### src/rtl/serial_alu_flags.sv
// Digit-serial add/sub/and/or unit producing result plus cout/zero/sign/overflow
// flags for the downstream comparer; DIGIT bits are processed per cycle.
module serial_alu_flags #(
    parameter int unsigned WIDTH = 32,
    parameter int unsigned DIGIT = 1
) (
    input  logic             clk,
    input  logic             rst_n,
    input  logic             in_valid,
    output logic             in_ready,
    input  logic [1:0]       op,
    input  logic [WIDTH-1:0] a,
    input  logic [WIDTH-1:0] b,
    output logic             out_valid,
    input  logic             out_ready,
    output logic [WIDTH-1:0] result,
    output logic             cout,
    output logic             zero,
    output logic             sign,
    output logic             overflow
);

    localparam int unsigned NDIG = WIDTH / DIGIT;
    localparam int unsigned CW   = (NDIG > 1) ? $clog2(NDIG) : 1;

    localparam logic [1:0] OP_ADD = 2'b00;
    localparam logic [1:0] OP_SUB = 2'b01;
    localparam logic [1:0] OP_AND = 2'b10;
    localparam logic [1:0] OP_OR  = 2'b11;

    typedef enum logic [1:0] {IDLE, RUN, DONE} state_t;

    state_t           state_q, state_d;
    logic [WIDTH-1:0] sa_q, sa_d, sb_q, sb_d, res_d;
    logic [1:0]       op_q, op_d;
    logic             carry_q, carry_d;
    logic [CW-1:0]    cnt_q, cnt_d;
    logic             cout_d, zero_d, sign_d, ovf_d;

    logic [DIGIT:0]   digit_sum;
    logic [DIGIT-1:0] digit;
    logic             arith;
    logic             last;

    // One digit of the datapath: ripple add on the low operand bits, or a bitwise op
    assign arith     = (op_q == OP_ADD) || (op_q == OP_SUB);
    assign digit_sum = (DIGIT+1)'(sa_q[DIGIT-1:0]) + (DIGIT+1)'(sb_q[DIGIT-1:0])
                     + (DIGIT+1)'(carry_q);
    assign digit     = (op_q == OP_AND) ? (sa_q[DIGIT-1:0] & sb_q[DIGIT-1:0]) :
                       (op_q == OP_OR)  ? (sa_q[DIGIT-1:0] | sb_q[DIGIT-1:0]) :
                                          digit_sum[DIGIT-1:0];
    assign last      = (cnt_q == CW'(NDIG - 1));

    always_comb begin
        state_d = state_q;
        sa_d    = sa_q;
        sb_d    = sb_q;
        op_d    = op_q;
        carry_d = carry_q;
        cnt_d   = cnt_q;
        res_d   = result;
        cout_d  = cout;
        zero_d  = zero;
        sign_d  = sign;
        ovf_d   = overflow;

        unique case (state_q)
            IDLE: begin
                if (in_valid && in_ready) begin
                    sa_d    = a;
                    sb_d    = (op == OP_SUB) ? ~b : b;
                    op_d    = op;
                    carry_d = (op == OP_SUB);
                    cnt_d   = '0;
                    state_d = RUN;
                end
            end
            RUN: begin
                sa_d    = sa_q >> DIGIT;
                sb_d    = sb_q >> DIGIT;
                carry_d = arith & digit_sum[DIGIT];
                res_d   = WIDTH'({digit, result} >> DIGIT);
                cnt_d   = cnt_q + CW'(1);
                if (last) begin
                    state_d = DONE;
                    cout_d  = carry_d;
                    zero_d  = ~|res_d;
                    sign_d  = res_d[WIDTH-1];
                    // Same-sign operands giving a differently signed MSB means signed overflow
                    ovf_d   = arith & (sa_q[DIGIT-1] ~^ sb_q[DIGIT-1])
                                    & (digit[DIGIT-1] ^ sa_q[DIGIT-1]);
                end
            end
            DONE: begin
                if (out_ready) begin
                    state_d = IDLE;
                end
            end
            default: state_d = IDLE;
        endcase
    end

    always_ff @(posedge clk or negedge rst_n) begin
        if (!rst_n) begin
            state_q   <= IDLE;
            sa_q      <= '0;
            sb_q      <= '0;
            op_q      <= '0;
            carry_q   <= 1'b0;
            cnt_q     <= '0;
            result    <= '0;
            cout      <= 1'b0;
            zero      <= 1'b0;
            sign      <= 1'b0;
            overflow  <= 1'b0;
            in_ready  <= 1'b1;
            out_valid <= 1'b0;
        end else begin
            state_q   <= state_d;
            sa_q      <= sa_d;
            sb_q      <= sb_d;
            op_q      <= op_d;
            carry_q   <= carry_d;
            cnt_q     <= cnt_d;
            result    <= res_d;
            cout      <= cout_d;
            zero      <= zero_d;
            sign      <= sign_d;
            overflow  <= ovf_d;
            in_ready  <= (state_d == IDLE);
            out_valid <= (state_d == DONE);
        end
    end

endmodule
### config.mk
export PLATFORM = sky130hd
export DESIGN_NAME = serial_alu_flags
export DESIGN_NICKNAME = d
export VERILOG_FILES = /design/src/rtl/serial_alu_flags.sv
export SDC_FILE = /design/constraint.sdc
export NUM_CORES = 1
export LEC_CHECK = 0
export ABC_AREA = 1
export BUFFER_PORTS_ARGS = -buffer_cell sky130_fd_sc_hd__buf_2
export CORE_MARGIN = 2
export CORE_UTILIZATION = 54
export CTS_CLUSTER_DIAMETER = 30
export DETAILED_ROUTE_END_ITERATION = 10
export HOLD_SLACK_MARGIN = 0.15
export PLACE_DENSITY = 0.79
export SYNTH_ARGS = -nofsm -noshare
export SYNTH_HDL_FRONTEND = slang
export SYNTH_SLANG_ARGS = --single-unit
### constraint.sdc
create_clock -name clk -period 2.2 [get_ports clk]
set_clock_uncertainty 0.1 [all_clocks]
set_input_delay 0.33 -clock clk [delete_from_list [all_inputs] [get_ports clk]]
set_output_delay 0.33 -clock clk [all_outputs]
set_load 0.05 [all_outputs]
# After elaboration in Yosys (flattened, before gate mapping)
# Index checks and enable logic that the tools add are counted.
# word_totals
reg_bits	112
out_inout_bits	38
wordCells	59
input_bits	70
# classes
eq_ne	9
n_mux	15
n_reduce_logical	11
addsub	3
bitwise	8
# ops
op	count
$pmux W32 S2	2
$mux W32	3
$not A32 Y32	1
$reduce_or A32 Y1	1
$pmux W5 S2	1
$eq A2 B2 Y1 const B	4
$eq A2 B1 Y1 const B	3
$logic_not A2 Y1	3
$mux W2	3
$pmux W2 S3	1
$reduce_and A2 Y1	3
$add A5 B1 Y5 const B	1
$eq A5 B5 Y1 const B	1
$mux W5	1
$and A1 B1 Y1	4
$mux W1	3
$add A1 B1 Y2	1
$add A2 B1 Y2	1
$ne A2 B2 Y1 const B	1
$pmux W1 S2	1
$reduce_bool A2 Y1	1
$logic_and A1 B1 Y1	1
$logic_not A1 Y1	1
$logic_or A1 B1 Y1	1
other kinds (3)	3

# Longest topological paths before layout
# Gate-level depths: netlist of the first run.
# depth
ltp_word	6
mapped_depth	8
depth_no_buf	8

# Worst setup path after synthesis of the first run
# Ideal clock, no wire load.
# synth_path
path_kind	register to register
from	register in_ready
to	register sb_q[11]
period_less_slack_ps	1696
required_time_ps	1976
path_buffers	1
setup_ps	124
t_arrival_ps	1472
path_slack_ps	504
stages_incl_launch_ff	7
cell_sequence	dfstp_2 nand2_1 nor3_4 nor2_2 clkbuf_1 nand2_1 nand3_1
# synth_between
elab_chain_cells	3
# synth_lines
item	line_no	source
start, declared	10	output logic in_ready,
start signal, assigned	130	in_ready <= (state_d == IDLE);
$logic_and A1 B1 Y1	69	if (in_valid && in_ready) begin
$ne A2 B2 Y1 (no source line)	--	
$reduce_and A2 Y1 (no source line)	--	
end signal, assigned	107	sb_q <= '0;
end signal, assigned	121	sb_q <= sb_d;
end, declared	34	logic [WIDTH-1:0] sa_q, sa_d, sb_q, sb_d, res_d;
# No other way between the ends.
# A chain may end at the register's enable or synchronous reset.

# Worst setup path in the final report of the first run
# layout_path
from	register state_q[0]
to	register result[30]
# layout_between
elab_chain_cells	1
# layout_lines
item	line_no	source
start, declared	33	state_t state_q, state_d;
start signal, assigned	119	state_q <= state_d;
$eq A2 B1 Y1	67	unique case (state_q)
end signal, assigned	125	result <= res_d;
end, declared	16	output logic [WIDTH-1:0] result,
# No other way between the ends.

==> summary.md, run 1 <==
| Metric | Value |
|---|---|
| WL/cell | 13.2 microns |
| Initial Util | 0.553 |
| Residual DRC | 0 |
| Max Cap Violations | 0 |
| Clock Pin Slew Worst Setup and Hold Paths | 0.11 ns |
| Commonest cells after routing, fill and taps aside | 217 x nand2_1, 111 x dfrtp_1, 106 x buf_2 |
| Total GRT Usage | 0.230 |
| Clock Root Buffer | clkbuf_8 |
| Tcrit/Tclk final | 0.900 |
| Worst setup EP type | flop |
| Peak supply drop | 0.650 mV |
| Final wirelength | 11000 microns |
| Die Y | 101 microns |
| Area contributors post-synth | dfrtp_1 55%, nand2_1 16%, nand3_1 4.1% |
| Hold path start | a[5] |
| Setup crit start kind | flop |
| Commonest non-fill, non-tap cell in the layout | nand2_1 |
| Critical Path RT | 2.33 ns |
| Post-synth cell types | 31 |
| Mapped Area | 0.00508 sq mm |
| FMAX | 505 MHz |
| Minimum clock period | 1.98 ns |
| Critical-path cell list | inv_1, nor2_4, buf_6, inv_2, buf_4, nand2_1, o21ai_0 |
| Kind of critical path | flop to flop |
| Final HPWL DP | 7110 microns |
| Int Power | 4.49 mW |
| Via count | 4325 |
| Cells after Synth | 584 |
| Avg Synthesized Cell Area | 8.70 sq um |
| RR Endpoint | result[30]$_DFFE_PN0P_ |
| # IOs | 108 |
| Slew @ Worst Pin | 0.899 ns |
| First-pass DRT Iterations | 4 |
| Crit-path slowest cell | dfrtp_1 |
| Largest net degree at the start of global routing | 51 |
| N_diodes | 0 |
| Initial antenna violation count | 0 |
| Layout cell share with drive strength beyond 1 | 0.198 |
| Hold WC Path Type | primary input to flop |
| Switching Share | 0.457 |
| Worst-path fanout max | 50 |
| Worst R2R Path Depth | 7 |
| Reg-to-reg slack, setup | 0.22 ns |
| Area Growth Syn to Fin | 23.5% |
| H-tree Lvls | 3 |
| Seq pwr share | 0.414 |
| Worst endpoint data arrival time | 2.11 ns |
| Mapped Nets | 659 |
| 1st-iter DRT viols | 165 |
| RSZ-0062 raised after global routing | false |
| Clock group share of total power | 0.145 |
| Worst rel slew slack | 0.400 |
| Largest area contributor in the netlist | dfrtp_1 |
| Clk sinks | 112 |
| Synth Warn # | 0 |
| Die W | 101 microns |
| Post-synthesis sequential area ratio | 0.552 |
| TritonCTS clock tree | yes |
| Hold Crit Depth | 3 |
| Worst-Skew Late Latency | 0.36 ns |
| Seq cells post-synth | 112 |
| Cts bufs inserted | 9 |
| Die area | 0.0102 sq mm |
| Status | finished, final reports clean |
| Setup violations, final | 0 |
| Post-CTS setup buffers | 0 |
| Crit-path max cell delay | 0.43 ns |
| CP Buf/Inv Count | 4 |
| Switching pwr | 3.78 mW |
| Final GP Congestion | 0.801 |
| Row cnt | 35 |
| CP top delay family | buffers and inverters |
| Remaining global-route overflow | 0 |
| Leak Pwr | 3.13 nW |
| Stages on the worst setup path | 7 |
| Worst Hold End | sa_q[5]$_DFFE_PN0P_ |
| Hold Vio Cnt, Final | 0 |
| Fillers | 757 |
| Final Util | 0.682 |
| Routed Antenna Nets | 0 |
| Setup_tns | 0 ns |
| CTS max path bufs | 2 |
| Core area | 0.00920 sq mm |
| Combinational share of power | 0.442 |
| Port buffer count | 107 |
| DR vias/cell | 5.19 |
| Final Max Tran Viols | 0 |
| Global-route wire length before repair | 18800 microns |
| Final #Nets | 793 |
| Share of the synthesized area in the top cell type | 0.547 |
| Reg2reg start | state_q[0]$_DFF_PN0_ |
| Pwr/cell area | 1320 mW/mm^2 |
| Vias in the first global route | 4118 |
-- how the worst max path moves through the flow --
stage / start / endpoint / slack [ns]
finish: state_q[0]$_DFF_PN0_ / result[30]$_DFFE_PN0P_ / 0.22
global route: state_q[0]$_DFF_PN0_ / sb_q[25]$_DFFE_PN0P_ / 0.06
CTS: state_q[0]$_DFF_PN0_ / sa_q[9]$_DFFE_PN0P_ / 0.14
detailed placement: state_q[0]$_DFF_PN0_ / sa_q[9]$_DFFE_PN0P_ / 0.17
global placement: state_q[0]$_DFF_PN0_ / sa_q[22]$_DFFE_PN0P_ / 0.21
floorplan: in_ready$_DFF_PN1_ / sb_q[11]$_DFFE_PN0P_ / 0.50
-- Yosys cell counts --
| library cell | count |
|---|---|
| nand2_1 | 218 |
| dfrtp_1 | 111 |
| nand3_1 | 42 |
| nor2_1 | 41 |
| o21ai_0 | 35 |
| inv_1 | 26 |
| buf_2 | 18 |
| xnor2_1 | 17 |
| o211ai_1 | 16 |
| xor2_1 | 15 |
| o22ai_1 | 8 |
| clkbuf_1 | 7 |
| a21oi_1 | 5 |
| ha_1 | 4 |
| buf_4 | 3 |
| o31ai_1 | 3 |
| a22oi_1 | 1 |
| buf_6 | 1 |
| dfstp_2 | 1 |
| fa_1 | 1 |
| inv_2 | 1 |
| nand2_2 | 1 |
| nand2_4 | 1 |
| nand3b_1 | 1 |
| nand4_2 | 1 |
| nor2_2 | 1 |
| nor2_4 | 1 |
| nor3_2 | 1 |
| nor3_4 | 1 |
| o21ai_1 | 1 |
| or2_2 | 1 |
-- sequential cells by signal, indices dropped and copies added, names as in the netlist --
signal and cells:
zero 1, sa_q 32, carry_q 1, in_ready 1, sign 1, op_q 2
result 32, out_valid 1, cnt_q 5, overflow 1, state_q 2, cout 1
sb_q 32
-- cell families (layout without fill, tap and decap cells) --
| logic type | count (synthesis) | after routing | share of synthesized area |
|---|---|---|---|
| AOI/OAI and AO/OA | 69 | 69 | 0.0798 |
| buffers and inverters | 56 | 194 | 0.0495 |
| xor gates and xnor gates | 32 | 32 | 0.0552 |
| DFF | 112 | 112 | 0.552 |
| and+or+nand+nor | 310 | 311 | 0.250 |
| adders and majority gates | 5 | 5 | 0.0138 |
-- worst reg2reg max path, cell delays in order, from the launching register on --
cell	delay, ns
dfrtp_1	0.43
inv_1	0.12
nor2_4	0.19
buf_6	0.35
inv_2	0.20
buf_4	0.27
nand2_1	0.11
o21ai_0	0.10
-- power by group through the flow --
| stage | combinational [mW] | sequential [mW] | clock [mW] |
|---|---|---|---|
| floorplan | 1.88 | 4.27 | 0 |
| global placement | 3.48 | 3.41 | 0 |
| detailed placement | 3.59 | 3.45 | 0 |
| CTS | 3.65 | 3.41 | 1.22 |
| global route | 4.09 | 3.54 | 1.31 |
| finish | 3.65 | 3.42 | 1.19 |
-- layer usage --
| layer | up-vias | track usage | share of wire |
|---|---|---|---|
| met5 | - | 0 | 0 |
| met4 | 0 | 0.0800 | 0.018 |
| met3 | 17 | 0.0326 | 0.047 |
| met2 | 142 | 0.372 | 0.49 |
| met1 | 2039 | 0.320 | 0.45 |
| li1 | 2127 | - | - |
-- per-stage QoR --
stage / area (sq um) / std cells / power [mW] / worst slack [ns] / hold slack (ns)
5_1_grt: 6270 / 834 / 8.94 / 0.0650 / 0.155
2_1_floorplan: 5080 / 584 / 6.16 / 0.504 / -0.0656
3_3_place_gp: 5720 / 782 / 6.89 / 0.211 / 0.216
4_1_cts: 6260 / 833 / 8.28 / 0.139 / 0.151
6_report: 6270 / 834 / 8.27 / 0.221 / 0.162
3_5_place_dp: 5720 / 782 / 7.03 / 0.172 / 0.217
-- final cells by class --
cell class	instances	area (sq um)	share of cell area
repair buffers	151	997	0.159
well taps	111	139	0.0221
clock inverters	3	23.8	0.00379
inverters	27	101	0.0162
clock buffers	13	169	0.0269
multi-input cells	417	2040	0.325
flip-flops and latches	112	2800	0.447
-- timing repair --
action / CTS / global route
hold buffers: 35 / 0
hold endpoints to repair: 68 / 0
resized for setup: 0 / 1
endpoints found under the setup margin: 0 / 16
Note: power is estimated with default switching activity, not from simulation.
==> run 2: changes to the inputs <==
--- a/config.mk
+++ b/config.mk
@@ -8,11 +8,11 @@
 export ABC_AREA = 1
 export BUFFER_PORTS_ARGS = -buffer_cell sky130_fd_sc_hd__buf_2
 export CORE_MARGIN = 2
-export CORE_UTILIZATION = 54
+export CORE_UTILIZATION = 59
 export CTS_CLUSTER_DIAMETER = 30
 export DETAILED_ROUTE_END_ITERATION = 10
 export HOLD_SLACK_MARGIN = 0.15
-export PLACE_DENSITY = 0.79
+export PLACE_DENSITY = 0.85
 export SYNTH_ARGS = -nofsm -noshare
 export SYNTH_HDL_FRONTEND = slang
 export SYNTH_SLANG_ARGS = --single-unit
==> constraint.sdc (replaced) <==
create_clock -name clk -period 2.32 [get_ports clk]
set_clock_uncertainty 0.1 [all_clocks]
set_input_delay 0.348 -clock clk [delete_from_list [all_inputs] [get_ports clk]]
set_output_delay 0.348 -clock clk [all_outputs]
set_load 0.05 [all_outputs]
==> run 2 against run 1 <==
Sequential power is 5% lower. Non-clock buffer count stayed put. Critical endpoint is now zero$_DFFE_PN0P_. Fmax grew 12%. Largest cell class unchanged. Sequential share of layout area increased by 0.18 points. Die area is 8.1% lower.
==> summary.md, run 2 (same netlist as run 1, synthesis figures left out) <==
| Metric | Value |
|---|---|
| Clock group share of total power | 0.151 (was 0.145) |
| Switching pwr | 3.61 mW (was 3.78 mW) |
| Final Max Tran Viols | 0 (unchanged) |
| Switching Share | 0.456 (was 0.457) |
| Largest net degree at the start of global routing | 61 (was 51) |
| Slew @ Worst Pin | 0.505 ns (was 0.899 ns) |
| WL met2 | 5340 microns (about the same) |
| Vias in the first global route | 4149 (was 4118) |
| Worst rel slew slack | 0.664 (was 0.400) |
| CP Buf/Inv Count | 1 (was 4) |
| Clock Pin Slew Worst Setup and Hold Paths | 0.11 ns (about the same) |
| Worst-path fanout max | 4 (was 50) |
| Minimum clock period | 1.77 ns (was 1.98 ns) |
| DRT met1 WL | 4910 microns (was 4920 microns) |
| Clk sinks | 112 (unchanged) |
| N_diodes | 0 (unchanged) |
| Final wirelength | 11100 microns (was 11000 microns) |
| Worst-Skew Late Latency | 0.37 ns (was 0.36 ns) |
| Die area | 0.00937 sq mm (was 0.0102 sq mm) |
| Hold Vio Cnt, Final | 0 (unchanged) |
| Critical-path cell list | inv_1, fa_1, or2_2, nand2_1, nor2_1, nand2_1, nand2_1 (was inv_1, nor2_4, buf_6, inv_2, buf_4, nand2_1, o21ai_0) |
| First-pass DRT Iterations | 5 (was 4) |
| Layout cell share with drive strength beyond 1 | 0.201 (was 0.198) |
| Global-route wire length before repair | 19200 microns (was 18800 microns) |
| Max Cap Violations | 0 (unchanged) |
| CTS max path bufs | 2 (unchanged) |
| Initial Util | 0.612 (was 0.553) |
| Residual DRC | 0 (unchanged) |
| Die W | 96.8 microns (was 101 microns) |
| Hold Crit Depth | 3 (unchanged) |
| Cts bufs inserted | 9 (unchanged) |
| Area Growth Syn to Fin | 23.0% (was 23.5%) |
| Leak Pwr | 3.13 nW (about the same) |
| CP most frequent cell | nand2_1 |
| Setup_tns | 0 ns (unchanged) |
| Setup violations, final | 0 (unchanged) |
| Commonest non-fill, non-tap cell in the layout | nand2_1 (unchanged) |
| Largest registers | result: 32 flops, sa_q: 32 flops, sb_q: 32 flops (unchanged) |
| Final #Nets | 792 (was 793) |
| Pwr/cell area | 1270 mW/mm^2 (was 1320 mW/mm^2) |
| Final HPWL DP | 7230 microns (was 7110 microns) |
| Combinational share of power | 0.438 (was 0.442) |
| Max layer used | met4 (unchanged) |
| Die Y | 96.8 microns (was 101 microns) |
| Core area | 0.00830 sq mm (was 0.00920 sq mm) |
| Port buffer count | 107 (unchanged) |
| Final GP Congestion | 0.834 (was 0.801) |
| Row cnt | 33 (was 35) |
| WL/cell | 13.4 microns (was 13.2 microns) |
| # IOs | 108 (unchanged) |
| H-tree Lvls | 3 (unchanged) |
| Crit-path slowest cell | dfrtp_1 (unchanged) |
| Post-CTS setup buffers | 0 (unchanged) |
| Worst setup EP type | flop (unchanged) |
| Peak supply drop | 0.572 mV (was 0.650 mV) |
| Int Power | 4.31 mW (was 4.49 mW) |
| Commonest cells after routing, fill and taps aside | 217 x nand2_1, 111 x dfrtp_1, 106 x buf_2 (unchanged) |
| Routed Antenna Nets | 0 (unchanged) |
| FMAX | 564 MHz (was 505 MHz) |
| Initial antenna violation count | 0 (unchanged) |
| Tcrit/Tclk final | 0.764 (was 0.900) |
| Worst R2R Path Depth | 7 (unchanged) |
| Final Util | 0.753 (was 0.682) |
| Critical Path RT | 2.49 ns (was 2.33 ns) |
| DR vias/cell | 5.27 (was 5.19) |
| Status | finished, final reports clean (unchanged) |
| Crit-path max cell delay | 0.41 ns (was 0.43 ns) |
| Stages on the worst setup path | 7 (unchanged) |
| Total GRT Usage | 0.246 (was 0.230) |
| TritonCTS clock tree | yes (unchanged) |
| 1st-iter DRT viols | 313 (was 165) |
| Cts repair resizes | 0 (unchanged) |
| Hold WC Path Type | primary input to flop (unchanged) |
| CP top delay family | simple AND/OR/NAND/NOR gates (was buffers and inverters) |
| Worst endpoint data arrival time | 1.94 ns (was 2.11 ns) |
| Fillers | 586 (was 757) |
| Met3 routed WL | 674 microns (was 519 microns) |
| Kind of critical path | flop to flop (unchanged) |
| Via count | 4355 (was 4325) |
| Seq pwr share | 0.411 (was 0.414) |
| Clock Root Buffer | clkbuf_8 (unchanged) |
| Remaining global-route overflow | 0 (unchanged) |
| Setup crit start kind | flop (unchanged) |
| RSZ-0062 raised after global routing | false (unchanged) |
==> run 2: changes by cell type in the layout (fill, tap and decap cells not counted), sizes merged, moves of 2 or more <==
cell | before | now
dlygate4sd3 | 35 | 33
clkinvlp | 2 | 0
buf | 116 | 118
clkbuf | 13 | 9
clkinv | 0 | 4
==> run 2: path summary, 6_finish.rpt <==
kind                                           start                      to  slack, ns
worst max-delay path             sa_q[0]$_DFFE_PN0P_        zero$_DFFE_PN0P_       0.55
worst min-delay path                            a[2]     sa_q[2]$_DFFE_PN0P_       0.17
worst max register to register   sa_q[0]$_DFFE_PN0P_        zero$_DFFE_PN0P_       0.55
worst min register to register  cnt_q[3]$_DFFE_PN0P_    cnt_q[3]$_DFFE_PN0P_       0.39
max in group asynchronous                      rst_n  result[23]$_DFFE_PN0P_       1.05
min in group asynchronous                      rst_n  result[19]$_DFFE_PN0P_       0.35
==> run 2: cell type report <==
cell class	instances	area, sq um	share of cell area
clock buffer	9	124	0.0198
clock inverter	7	78.8	0.0126
inverter	27	101	0.0162
multi-input combinational	416	2030	0.325
sequential	112	2800	0.449
tap	105	131	0.0210
timing repair buffer	151	976	0.156
==> run 2: stage by stage <==
| step | instance area (sq um) | hold slack (ns) | cells | total power [mW] | setup slack (ns) |
|---|---|---|---|---|---|
| after detailed placement | 5720 | 0.234 | 778 | 6.71 | 0.575 |
| after floorplan | 5080 | -0.0476 | 584 | 5.84 | 0.624 |
| after global placement | 5720 | 0.225 | 778 | 6.56 | 0.626 |
| after CTS | 6250 | 0.160 | 827 | 7.93 | 0.551 |
| final | 6250 | 0.165 | 827 | 7.91 | 0.548 |
| after global routing | 6250 | 0.154 | 827 | 8.49 | 0.425 |
==> run 2: power by group through the flow <==
stage	clock [mW]	combinational (mW)	sequential [mW]
floorplan	0	1.78	4.05
global placement	0	3.33	3.23
detailed placement	0	3.43	3.28
CTS	1.20	3.48	3.24
global route	1.30	3.84	3.35
finish	1.19	3.47	3.25
==> run 2: tightest hold or removal path, cell delays in order <==
cell and delay, ns:
buf_2 0.08, o22ai_1 0.08, nor2_1 0.09
==> run 2: metal layers <==
layer	vias to the layer above	global-route usage
met5	-	0
met4	0	0.0834
met3	15	0.0470
met2	155	0.395
met1	2062	0.340
li1	2123	-
==> run 2: repair_timing <==
action,CTS,global route
hold buffers,33,0
endpoints found under the setup margin,0,0
hold endpoints to repair,67,0
